File: src/rtl/icm_buffer_set_del_nway_pkg.sv
// Shared types and helpers for the ICM N-way set/delete engine.
package icm_buffer_set_del_nway_pkg;

    typedef enum logic [1:0] {
        ST_INIT,
        ST_IDLE,
        ST_READ,
        ST_EVAL
    } state_e;

    typedef enum logic {
        OP_SET,
        OP_DEL
    } op_e;

    // Number of bits needed to represent x (log2b(31) = 5, log2b(0) = 0).
    function automatic int log2b(input longint unsigned x);
        int r;
        r = 0;
        for (int i = 0; i < 64; i++) begin
            if ((x >> i) != 0) r = i + 1;
        end
        return r;
    endfunction

endpackage

File: src/rtl/icm_buffer_set_del_nway_way_select.sv
// Combinational way selection: tag hit vector, lowest hit, lowest invalid,
// round-robin victim, and a one-hot of the way a SET request should write.
module icm_way_select
    import icm_buffer_set_del_nway_pkg::*;
#(
    parameter int WAY_NUM           = 4,
    parameter int WAY_NUM_LOG       = 2,
    parameter int CACHE_TAG_WIDTH   = 12,
    parameter int CACHE_ENTRY_WIDTH = 256,
    parameter int LINE_WIDTH        = 1 + CACHE_TAG_WIDTH + CACHE_ENTRY_WIDTH
)(
    input  logic [WAY_NUM*LINE_WIDTH-1:0] way_dout,
    input  logic [CACHE_TAG_WIDTH-1:0]    tag,
    input  logic [WAY_NUM_LOG-1:0]        repl_dout,
    output logic [WAY_NUM-1:0]            hit_vec,
    output logic [WAY_NUM-1:0]            sel_oh,
    output logic                          is_hit,
    output logic                          is_fill,
    output logic                          is_evict
);

    logic [WAY_NUM-1:0] inv_vec;
    logic [WAY_NUM-1:0] hit_oh;
    logic [WAY_NUM-1:0] inv_oh;
    logic [WAY_NUM-1:0] evict_oh;
    logic               unused_data;

    // NOTE: every signal written in always_comb gets a default first, so no path leaves it unassigned and no latch is inferred.
    always_comb begin
        hit_vec     = '0;
        inv_vec     = '0;
        unused_data = 1'b0;
        for (int i = 0; i < WAY_NUM; i++) begin
            inv_vec[i] = !way_dout[i*LINE_WIDTH + LINE_WIDTH - 1];
            hit_vec[i] = way_dout[i*LINE_WIDTH + LINE_WIDTH - 1] &&
                         (way_dout[i*LINE_WIDTH + CACHE_ENTRY_WIDTH +: CACHE_TAG_WIDTH] == tag);
            unused_data = unused_data ^ (^way_dout[i*LINE_WIDTH +: CACHE_ENTRY_WIDTH]);
        end
    end

    // Scanning downwards lets the lowest matching way overwrite any higher one.
    always_comb begin
        hit_oh = '0;
        inv_oh = '0;
        for (int i = WAY_NUM - 1; i >= 0; i--) begin
            if (hit_vec[i]) begin
                hit_oh    = '0;
                hit_oh[i] = 1'b1;
            end
            if (inv_vec[i]) begin
                inv_oh    = '0;
                inv_oh[i] = 1'b1;
            end
        end
    end

    always_comb begin
        evict_oh            = '0;
        evict_oh[repl_dout] = 1'b1;
    end

    assign is_hit   = |hit_vec;
    assign is_fill  = !is_hit && (|inv_vec);
    assign is_evict = !is_hit && !(|inv_vec);
    assign sel_oh   = is_hit ? hit_oh : (is_fill ? inv_oh : evict_oh);

endmodule

File: src/rtl/icm_buffer_set_del_nway.sv
// N-way set/delete engine for one ICM cache SRAM group: post-reset sweep,
// fair set/del arbitration, hit-aware fill/evict, invalidate on delete.
// Optional statistics counters are enabled by defining ICM_BUFFER_STAT_EN.
module icm_buffer_set_del_nway
    import icm_buffer_set_del_nway_pkg::*;
#(
    parameter int ICM_ADDR_WIDTH    = 64,
    parameter int ICM_ENTRY_NUM     = 65536,
    parameter int ICM_SLOT_SIZE     = 32,
    parameter int CACHE_ENTRY_WIDTH = 256,
    parameter int CACHE_SET_NUM     = 1024,
    parameter int WAY_NUM           = 4,
    localparam int CACHE_OFFSET_WIDTH = log2b(ICM_SLOT_SIZE - 1),
    localparam int CACHE_ADDR_WIDTH   = log2b(longint'(ICM_ENTRY_NUM) * ICM_SLOT_SIZE - 1),
    localparam int CACHE_SET_NUM_LOG  = log2b(CACHE_SET_NUM - 1),
    localparam int WAY_NUM_LOG        = (log2b(WAY_NUM - 1) > 1) ? log2b(WAY_NUM - 1) : 1,
    localparam int CACHE_TAG_WIDTH    = CACHE_ADDR_WIDTH - CACHE_OFFSET_WIDTH - CACHE_SET_NUM_LOG,
    localparam int LINE_WIDTH         = 1 + CACHE_TAG_WIDTH + CACHE_ENTRY_WIDTH
)(
    input  logic                          clk,
    input  logic                          rst,
    input  logic                          set_req_valid,
    output logic                          set_req_ready,
    input  logic [ICM_ADDR_WIDTH-1:0]     set_req_head,
    input  logic [CACHE_ENTRY_WIDTH-1:0]  set_req_data,
    input  logic                          del_req_valid,
    output logic                          del_req_ready,
    input  logic [ICM_ADDR_WIDTH-1:0]     del_req_head,
    output logic [WAY_NUM-1:0]            way_wen,
    output logic [CACHE_SET_NUM_LOG-1:0]  way_addr,
    output logic [LINE_WIDTH-1:0]         way_din,
    input  logic [WAY_NUM*LINE_WIDTH-1:0] way_dout,
    output logic                          repl_wen,
    output logic [CACHE_SET_NUM_LOG-1:0]  repl_addr,
    output logic [WAY_NUM_LOG-1:0]        repl_din,
    input  logic [WAY_NUM_LOG-1:0]        repl_dout,
    output logic                          init_done
`ifdef ICM_BUFFER_STAT_EN
    ,
    output logic [31:0]                   stat_set_hit,
    output logic [31:0]                   stat_set_fill,
    output logic [31:0]                   stat_set_evict,
    output logic [31:0]                   stat_del_hit,
    output logic [31:0]                   stat_del_miss
`endif
);

    state_e                       state, state_nxt;
    op_e                          req_op;
    logic [CACHE_SET_NUM_LOG-1:0] req_set;
    logic [CACHE_TAG_WIDTH-1:0]   req_tag;
    logic [CACHE_ENTRY_WIDTH-1:0] req_data;
    logic [CACHE_SET_NUM_LOG-1:0] init_cnt;
    logic                         init_done_q;
    logic                         last_del;
    logic                         grant_set, grant_del;
    logic [ICM_ADDR_WIDTH-1:0]    sel_head;
    logic [CACHE_ADDR_WIDTH-1:0]  sel_addr;
    logic [WAY_NUM-1:0]           hit_vec, sel_oh;
    logic                         is_hit, is_fill, is_evict;
    logic                         unused_head;

    // Round-robin: on a tie the side not served last wins.
    assign grant_set = set_req_valid && (!del_req_valid || last_del);
    assign grant_del = del_req_valid && !grant_set;
    assign sel_head  = grant_set ? set_req_head : del_req_head;
    assign sel_addr  = sel_head[CACHE_ADDR_WIDTH-1:0];

    assign unused_head = ^{set_req_head[ICM_ADDR_WIDTH-1:CACHE_ADDR_WIDTH],
                           set_req_head[CACHE_OFFSET_WIDTH-1:0],
                           del_req_head[ICM_ADDR_WIDTH-1:CACHE_ADDR_WIDTH],
                           del_req_head[CACHE_OFFSET_WIDTH-1:0]};

    icm_way_select #(
        .WAY_NUM           (WAY_NUM),
        .WAY_NUM_LOG       (WAY_NUM_LOG),
        .CACHE_TAG_WIDTH   (CACHE_TAG_WIDTH),
        .CACHE_ENTRY_WIDTH (CACHE_ENTRY_WIDTH),
        .LINE_WIDTH        (LINE_WIDTH)
    ) u_way_select (
        .way_dout  (way_dout),
        .tag       (req_tag),
        .repl_dout (repl_dout),
        .hit_vec   (hit_vec),
        .sel_oh    (sel_oh),
        .is_hit    (is_hit),
        .is_fill   (is_fill),
        .is_evict  (is_evict)
    );

    // NOTE: sequential state is assigned with <= so every register samples pre-edge values regardless of statement order.
    always_ff @(posedge clk) begin
        if (rst) state <= ST_INIT;
        else     state <= state_nxt;
    end

    always_ff @(posedge clk) begin
        if (rst) begin
            init_cnt    <= '0;
            init_done_q <= 1'b0;
            last_del    <= 1'b1;
        end else begin
            if (state == ST_INIT) begin
                init_cnt <= init_cnt + 1'b1;
                if (init_cnt == CACHE_SET_NUM_LOG'(CACHE_SET_NUM - 1)) init_done_q <= 1'b1;
            end
            if (state == ST_IDLE && (grant_set || grant_del)) last_del <= grant_del;
        end
    end

    // NOTE: the request holding registers carry no reset; they are only read after a handshake has loaded them.
    always_ff @(posedge clk) begin
        if (state == ST_IDLE && (grant_set || grant_del)) begin
            req_op   <= grant_set ? OP_SET : OP_DEL;
            req_set  <= sel_addr[CACHE_OFFSET_WIDTH +: CACHE_SET_NUM_LOG];
            req_tag  <= sel_addr[CACHE_ADDR_WIDTH-1 -: CACHE_TAG_WIDTH];
            req_data <= set_req_data;
        end
    end

    always_comb begin
        state_nxt     = state;
        way_wen       = '0;
        way_addr      = '0;
        way_din       = '0;
        repl_wen      = 1'b0;
        repl_addr     = '0;
        repl_din      = '0;
        set_req_ready = 1'b0;
        del_req_ready = 1'b0;
        case (state)
            ST_INIT: begin
                way_wen   = '1;
                way_addr  = init_cnt;
                repl_wen  = 1'b1;
                repl_addr = init_cnt;
                if (init_cnt == CACHE_SET_NUM_LOG'(CACHE_SET_NUM - 1)) state_nxt = ST_IDLE;
            end
            ST_IDLE: begin
                set_req_ready = grant_set;
                del_req_ready = grant_del;
                if (grant_set || grant_del) state_nxt = ST_READ;
            end
            ST_READ: begin
                way_addr  = req_set;
                repl_addr = req_set;
                state_nxt = ST_EVAL;
            end
            ST_EVAL: begin
                way_addr  = req_set;
                repl_addr = req_set;
                if (req_op == OP_SET) begin
                    way_wen = sel_oh;
                    way_din = {1'b1, req_tag, req_data};
                    if (is_evict) begin
                        repl_wen = 1'b1;
                        repl_din = repl_dout + 1'b1;
                    end
                end else begin
                    way_wen = hit_vec;
                end
                state_nxt = ST_IDLE;
            end
            default: state_nxt = ST_INIT;
        endcase
        // A reset cycle must never write the SRAMs, whatever state it lands in.
        if (rst) begin
            way_wen       = '0;
            way_addr      = '0;
            way_din       = '0;
            repl_wen      = 1'b0;
            repl_addr     = '0;
            repl_din      = '0;
            set_req_ready = 1'b0;
            del_req_ready = 1'b0;
        end
    end

    assign init_done = init_done_q && !rst;

`ifdef ICM_BUFFER_STAT_EN
    always_ff @(posedge clk) begin
        if (rst) begin
            stat_set_hit   <= '0;
            stat_set_fill  <= '0;
            stat_set_evict <= '0;
            stat_del_hit   <= '0;
            stat_del_miss  <= '0;
        end else if (state == ST_EVAL) begin
            if (req_op == OP_SET) begin
                if (is_hit   && stat_set_hit   != '1) stat_set_hit   <= stat_set_hit + 1'b1;
                if (is_fill  && stat_set_fill  != '1) stat_set_fill  <= stat_set_fill + 1'b1;
                if (is_evict && stat_set_evict != '1) stat_set_evict <= stat_set_evict + 1'b1;
            end else begin
                if (is_hit  && stat_del_hit  != '1) stat_del_hit  <= stat_del_hit + 1'b1;
                if (!is_hit && stat_del_miss != '1) stat_del_miss <= stat_del_miss + 1'b1;
            end
        end
    end
`endif

endmodule

File: config.mk
export PLATFORM = sky130hd
export DESIGN_NAME = icm_buffer_set_del_nway
export DESIGN_NICKNAME = d
export VERILOG_FILES = /design/src/rtl/icm_buffer_set_del_nway_pkg.sv /design/src/rtl/icm_buffer_set_del_nway_way_select.sv /design/src/rtl/icm_buffer_set_del_nway.sv
export SDC_FILE = /design/constraint.sdc
export NUM_CORES = 1
export LEC_CHECK = 0
export CORE_AREA = 2 2 666 668
export CTS_BUF_LIST = sky130_fd_sc_hd__clkbuf_4 sky130_fd_sc_hd__clkbuf_8 sky130_fd_sc_hd__clkbuf_16
export CTS_CLUSTER_DIAMETER = 200
export DETAILED_ROUTE_END_ITERATION = 6
export DIE_AREA = 0 0 668 670
export PLACE_DENSITY = 0.3
export SLEW_MARGIN = 0
export SYNTH_ARGS = -nofsm -noshare
export SYNTH_HDL_FRONTEND = slang
export SYNTH_SLANG_ARGS = --single-unit
export TNS_END_PERCENT = 30
File: constraint.sdc
create_clock -name clk -period 17.8 [get_ports clk]
set_clock_uncertainty 0.1 [all_clocks]
set_input_delay 5.34 -clock clk [delete_from_list [all_inputs] [get_ports clk]]
set_output_delay 5.34 -clock clk [all_outputs]
set_load 0.05 [all_outputs]
### Yosys cells after proc, flatten, opt, wreduce, memory -nomap -nowiden

Cells that the tools add are included.

| storage, ports and cells | value |
|---|---|
| bits of input ports | 1442 |
| output and inout bits | 293 |
| word-level logic and storage cells | 87 |
| register bits after elaboration | 287 |

| operators by class | value |
|---|---|
| equality and inequality tests | 10 |
| reductions and logical operators | 28 |
| $lt $le $gt $ge | 2 |
| $add $sub $neg | 2 |
| multiplexer cells | 37 |

Operators by type and width:

| cell | count |
|---|---|
| $mux 263 | 3 |
| $mux 4 | 12 |
| $eq 6x6->1 | 4 |
| $mux 21 | 1 |
| $pmux 10 s2 | 1 |
| $mux 2 | 6 |
| $logic_and 1x1->1 | 11 |
| $add 10x1->10 const B | 1 |
| $eq 10x10->1 const B | 1 |
| $mux 10 | 1 |
| $logic_not 1->1 | 9 |
| $mux 1 | 9 |
| $pmux 2 s4 | 1 |
| $pmux 4 s2 | 1 |
| $reduce_or 4->1 | 2 |
| $eq 2x2->1 const B | 2 |
| $ne 2x1->1 const B | 2 |
| $reduce_and 2->1 | 2 |
| $lt 2x3->1 const B | 1 |
| $add 2x1->2 const B | 1 |
| $demux 1 s2 | 1 |
| $eq 2x1->1 const B | 1 |
| $ge 2x1->1 const B | 1 |
| $logic_not 2->1 | 1 |
| other kinds (3) | 4 |

### Depth between registers and ports, before layout

| logic depth | value |
|---|---|
| depth in word-level cells | 10 |
| gate-level depth with buffers | 7 |
| mapped depth without buffers | 7 |

### By module

From an unflattened synthesis, not the netlist that was laid out.

| second synthesis, totals | value |
|---|---|
| cell total of the unflattened synthesis | 775 |
| area total of the unflattened synthesis | 11711.2 µm² |

By module, submodules not included:

| module | sequential area each (µm²) | cells an instance | times used | area an instance (µm²) |
|---|---|---|---|---|
| icm_buffer_set_del_nway | 8478.1 | 719 | 1 | 11258.3 |
| icm_way_select | 0.0 | 56 | 1 | 452.9 |

### Worst setup path before layout

Ideal clock, no wire load.

| timing | value |
|---|---|
| kind | input to register |
| start point | input del_req_valid |
| end point | register req_data[0], enable pin |
| path buffers | 0 |
| setup slack | -0.541 ns |
| cell stages on the path | 2 |
| arrival time | 17.301 ns |
| library setup time | 0.940 ns |
| data required time | 16.760 ns |
| cell sequence | nor2_1 > nor2b_1 |

| on the way | value |
|---|---|
| word-level cells in the longest chain between the ends | 7 |

Ends and longest elaborated chain:

| what | RTL line | RTL |
|---|---|---|
| from (decl) | icm_buffer_set_del_nway.sv:26 | `input logic del_req_valid,` |
| $logic_not 1->1 | icm_buffer_set_del_nway.sv:64 | `assign grant_set = set_req_valid && (!del_req_valid \|\| last_del);` |
| $logic_or 1x1->1 | icm_buffer_set_del_nway.sv:64 |  |
| $logic_and 1x1->1 | icm_buffer_set_del_nway.sv:64 |  |
| $logic_not 1->1 | icm_buffer_set_del_nway.sv:65 | `assign grant_del = del_req_valid && !grant_set;` |
| $logic_and 1x1->1 | icm_buffer_set_del_nway.sv:65 |  |
| $logic_or 1x1->1 * | icm_buffer_set_del_nway.sv:113 | `if (state == ST_IDLE && (grant_set \|\| grant_del)) begin` |
| $logic_and 1x1->1 * | icm_buffer_set_del_nway.sv:113 |  |
| to (signal assigned) | icm_buffer_set_del_nway.sv:117 | `req_data <= set_req_data;` |
| to (decl) | icm_buffer_set_del_nway.sv:52 | `logic [CACHE_ENTRY_WIDTH-1:0] req_data;` |

Every way passes the cells marked *; elsewhere a longest branch is shown, timed or not.
A chain may end at the register's enable or synchronous reset.

### Worst setup path after layout

| timing | value |
|---|---|
| start point | input way_dout[525] |
| end point | output way_wen[1] |

| on the way | value |
|---|---|
| word-level cells in the longest chain between the ends | 9 |
| elaborated cells on any way between the ends | 15 |
| classes of those cells | mux (9); reduce/logical (6) |

Ends and longest elaborated chain:

| what | RTL line | RTL |
|---|---|---|
| from (decl) | icm_buffer_set_del_nway.sv:32 | `input logic [WAY_NUM*LINE_WIDTH-1:0] way_dout,` |
| $logic_and 1x1->1 | icm_buffer_set_del_nway_way_select.sv:35 | `hit_vec[i] = way_dout[i*LINE_WIDTH + LINE_WIDTH - 1] &&` |
| $reduce_or 4->1 | icm_buffer_set_del_nway_way_select.sv:62 | `assign is_hit = \|hit_vec;` |
| $logic_not 1->1 | icm_buffer_set_del_nway_way_select.sv:63 | `assign is_fill = !is_hit && (\|inv_vec);` |
| $logic_and 1x1->1 | icm_buffer_set_del_nway_way_select.sv:63 |  |
| $mux 4 (2 in series) | icm_buffer_set_del_nway_way_select.sv:65 | `assign sel_oh = is_hit ? hit_oh : (is_fill ? inv_oh : evict_oh);` |
| $mux 4 * | icm_buffer_set_del_nway.sv:152 | `if (req_op == OP_SET) begin` |
| $pmux 4 s2 * | icm_buffer_set_del_nway.sv:131 | `case (state)` |
| $mux 4 * | icm_buffer_set_del_nway.sv:167 | `if (rst) begin` |
| to (decl) | icm_buffer_set_del_nway.sv:29 | `output logic [WAY_NUM-1:0] way_wen,` |

Marked as above.

==> results.md <==
* Status: complete, no violations
* Hold Fails Final Rpt at 0
* Ys Warns at 0
* Synth top area share at 70.3%
* Pint at 1460 uW
* Post-DR vias/cell at 1.16
* Gr ovfl total at 0
* Core footprint at 440000 um^2
* DRT iter0 DRCs at 316
* Setup Fix Bufs, Post-CTS at 0
* Pwr Total at 2030 uW
* Async SR Flop Fraction at 0%
* Biggest area consumer among synthesized cells: edfxtp_1
* Required @ worst endpoint at 12.36 ns
* Crit-path most repeated cell: clkdlybuf4s50_1
* Drt first pass iters at 4
* I/O Buffers at 614
* P per Cell Area at 77.1 nW/um^2
* Total wire length at 79600 um
* Die ar. at 448000 um^2
* CTS sink cnt at 287
* Critical setup path kind: in -> out
* Final min period at 14.54 ns
* ANT nets after route at 0
* Unrepaired setup endpoints after global routing: no
* Num CTS Buffers at 40
* Class of the worst hold path: reg -> reg
* Avg Inst Size Synth at 15.1 um^2
* Post-Synth Adder-Cell Area at 1.07%
* Psw at 574 uW
* Nets at 2843
* R2r worst-path depth at 6
* Crit path DAT at 9.10 ns
* # DRC at 0
* Top FF cell, synth: edfxtp_1
* Critical path endpoint category: primary output
* Synthesized net count at 2224
* Routability Congestion at 0.717
* Die W at 668 um
* # setup viols final at 0
* Library cells used by synthesis at 43
* FF-to-FF Start: state[1]
* Clock latency on the worst-skew pair at 0.62 ns
* TNS Setup at 0 ns
* CP peak stage delay at 1.40 ns
* Synth Register Bits at 287
* Leakage at 0.00681 uW
* Number of top-level pins at 1735
* Clock share of power at 41.4%
* Initial core utilization at 2.65%
* Post-synth EDFFs at 273
* Switching Share at 28.3%
* Per-cell routed wire length at 10.8 um
* Vias in the first global route at 9113
* Final Max Slew Viols at 0
* Crit-path max FO at 7
* Largest net degree at the start of global routing at 113
* Fmax at 68.8 MHz
* Slew Limit Headroom at 8.26%
* Synthesized area at 11700 um^2
* Vias at 8542
* Maxcap violations at 0
* Reg2reg setup slack at 13.66 ns
* Slowest-stage cell, CP: clkdlybuf4s50_1
* Area contributors post-synth: edfxtp_1 70%, and2_1 14%, dfxtp_1 2.4%
* Worst-path clk slew at 0.05 ns
* Simple-Gate Fraction of Synth Area at 17.5%
* Root Buffer: clkbuf_16
* Logic pwr share at 14.3%
* # rows at 244
* Post-DP HPWL at 65600 um
* TritonCTS clock tree: done
* Synth Area in XOR/XNOR at 2.48%
* Clock Tree Buf Depth at 3
* Fillers at 51800
* Global-route wire length before repair at 99500 um
* Largest family of logic cells by synthesized area: simple AND/OR/NAND/NOR gates
* CTS Hold Bufs at 0
* Critical-path cell list: clkdlybuf4s50_1 > nand4_1 > nor4_4 > a31oi_1 > o21ai_1 > clkdlybuf4s50_1
* Register area share after synthesis at 72.7%
* Total GRT Usage at 3.49%
* Cts repair resizes at 0
* Hold Crit Depth at 2
* Reg-to-Reg End: req_data[21]
* CP Launch Type: primary input
* Final period util at 81.7%
* Worst hold endpoint: init_done_q
* Worst-Margin Slew at 1.37 ns
* Synth Area in Compound Gates at 1.80%
* Fraction of layout cells with a size suffix above 1 at 8.26%
* H-tree depth at 2
* Layout area overhead at 126%
* Mapped Cells at 772
* VDD IR-drop max at 0.0000526 V
* Part of the power in registers at 44.3%
* DIE HEIGHT at 670 um
* Antenna violations before repair at 40
* Multiplexer share of the synthesized area at 1.72%
* Hold_sp: init_done_q
[cells by family (layout without fill, tap and decap cells)]
kind of cell	Yosys count	after routing
DFF	287	287
muxes	18	18
other	0	15
adders and majority gates	10	10
and+or+nand+nor	334	334
AOI/OAI and AO/OA	30	30
xor gates and xnor gates	33	33
buffers and inverters	60	705
[placed cells by master, fill, tap and decap left out, types with 15 or more instances in the layout]
| master | n |
|---|---|
| and2_1 | 263 |
| xor2_1 | 18 |
| xnor2_1 | 15 |
| mux2_2 | 16 |
| diode_2 | 15 |
| nor2_1 | 26 |
| clkbuf_16 | 40 |
| buf_4 | 23 |
| edfxtp_1 | 273 |
| clkdlybuf4s50_1 | 605 |
[layout make-up]
cell class	count	area (um^2)	area share, %
inverter	8	30.0	0.114
multi-input combinational	425	2910	11.0
timing repair buffer	629	6250	23.7
clock inverter	18	205	0.778
sequential	287	8480	32.2
clock buffer	50	1080	4.08
antenna	15	37.5	0.142
tap	5904	7390	28.0
[cell usage after synthesis, types with 8 or more instances]
library cell,n
edfxtp_1,273
and2_1,263
nor2_1,26
clkbuf_1,21
xor2_1,18
mux2_2,16
xnor2_1,15
buf_4,14
dfxtp_1,14
nand2_1,11
a22oi_1,10
clkbuf_2,10
ha_1,10
inv_1,8
nand4_1,8
[worst max-delay path by stage]
stage	slack, ns	to	cells past startpoint	startpoint
after detailed placement	2.98	way_wen[3]	6	way_dout[1051]
after floorplan	4.74	req_data[0]	2	del_req_valid
after global routing	3.02	way_din[122]	6	rst
final	3.26	way_wen[1]	6	way_dout[525]
after CTS	2.96	way_wen[3]	6	way_dout[1051]
after global placement	2.96	way_wen[3]	6	way_dout[1051]
[sequential cells by signal, indices dropped and copies added, names as in the netlist]
signal and flops:
init_done_q 1, req_op 1, state 2, req_set 10
req_data 256, init_cnt 10, last_del 1, req_tag 6
[metrics by stage]
stage / std cells / worst slack (ns) / area (um^2) / hold slack (ns) / util, %
after global placement: 7253 / 2.96 / 25100 / 0.380 / 5.69
final: 7336 / 3.26 / 26400 / 0.371 / 5.99
after global routing: 7326 / 3.02 / 26300 / 0.406 / 5.98
after floorplan: 772 / 4.74 / 11700 / 0.332 / -
after CTS: 7321 / 2.96 / 26300 / 0.380 / 5.98
after detailed placement: 7253 / 2.98 / 25100 / 0.363 / 5.69
[worst max-delay path: cells and delay by family]
kind | cells | cell delay [ns]
compound gates | 2 | 0.27
buf+inv | 2 | 2.48
simple gates | 2 | 0.91
[power groups by stage]
stage / Combinational [uW] / Clock (uW) / Sequential [uW]
CTS: 308 / 907 / 903
finish: 291 / 841 / 900
detailed placement: 308 / 0 / 917
global placement: 308 / 0 / 915
floorplan: 125 / 0 / 926
global route: 320 / 915 / 911
[layer usage]
layer  global-route usage [%]  vias up  routed length, um
li1                         -     3947                  -
met1                     3.24     4237              26300
met4                     1.54       20               2690
met3                     1.12      106               4870
met5                        0        -                115
met2                     6.83      232              45600
(Power assumes the default switching activity.)
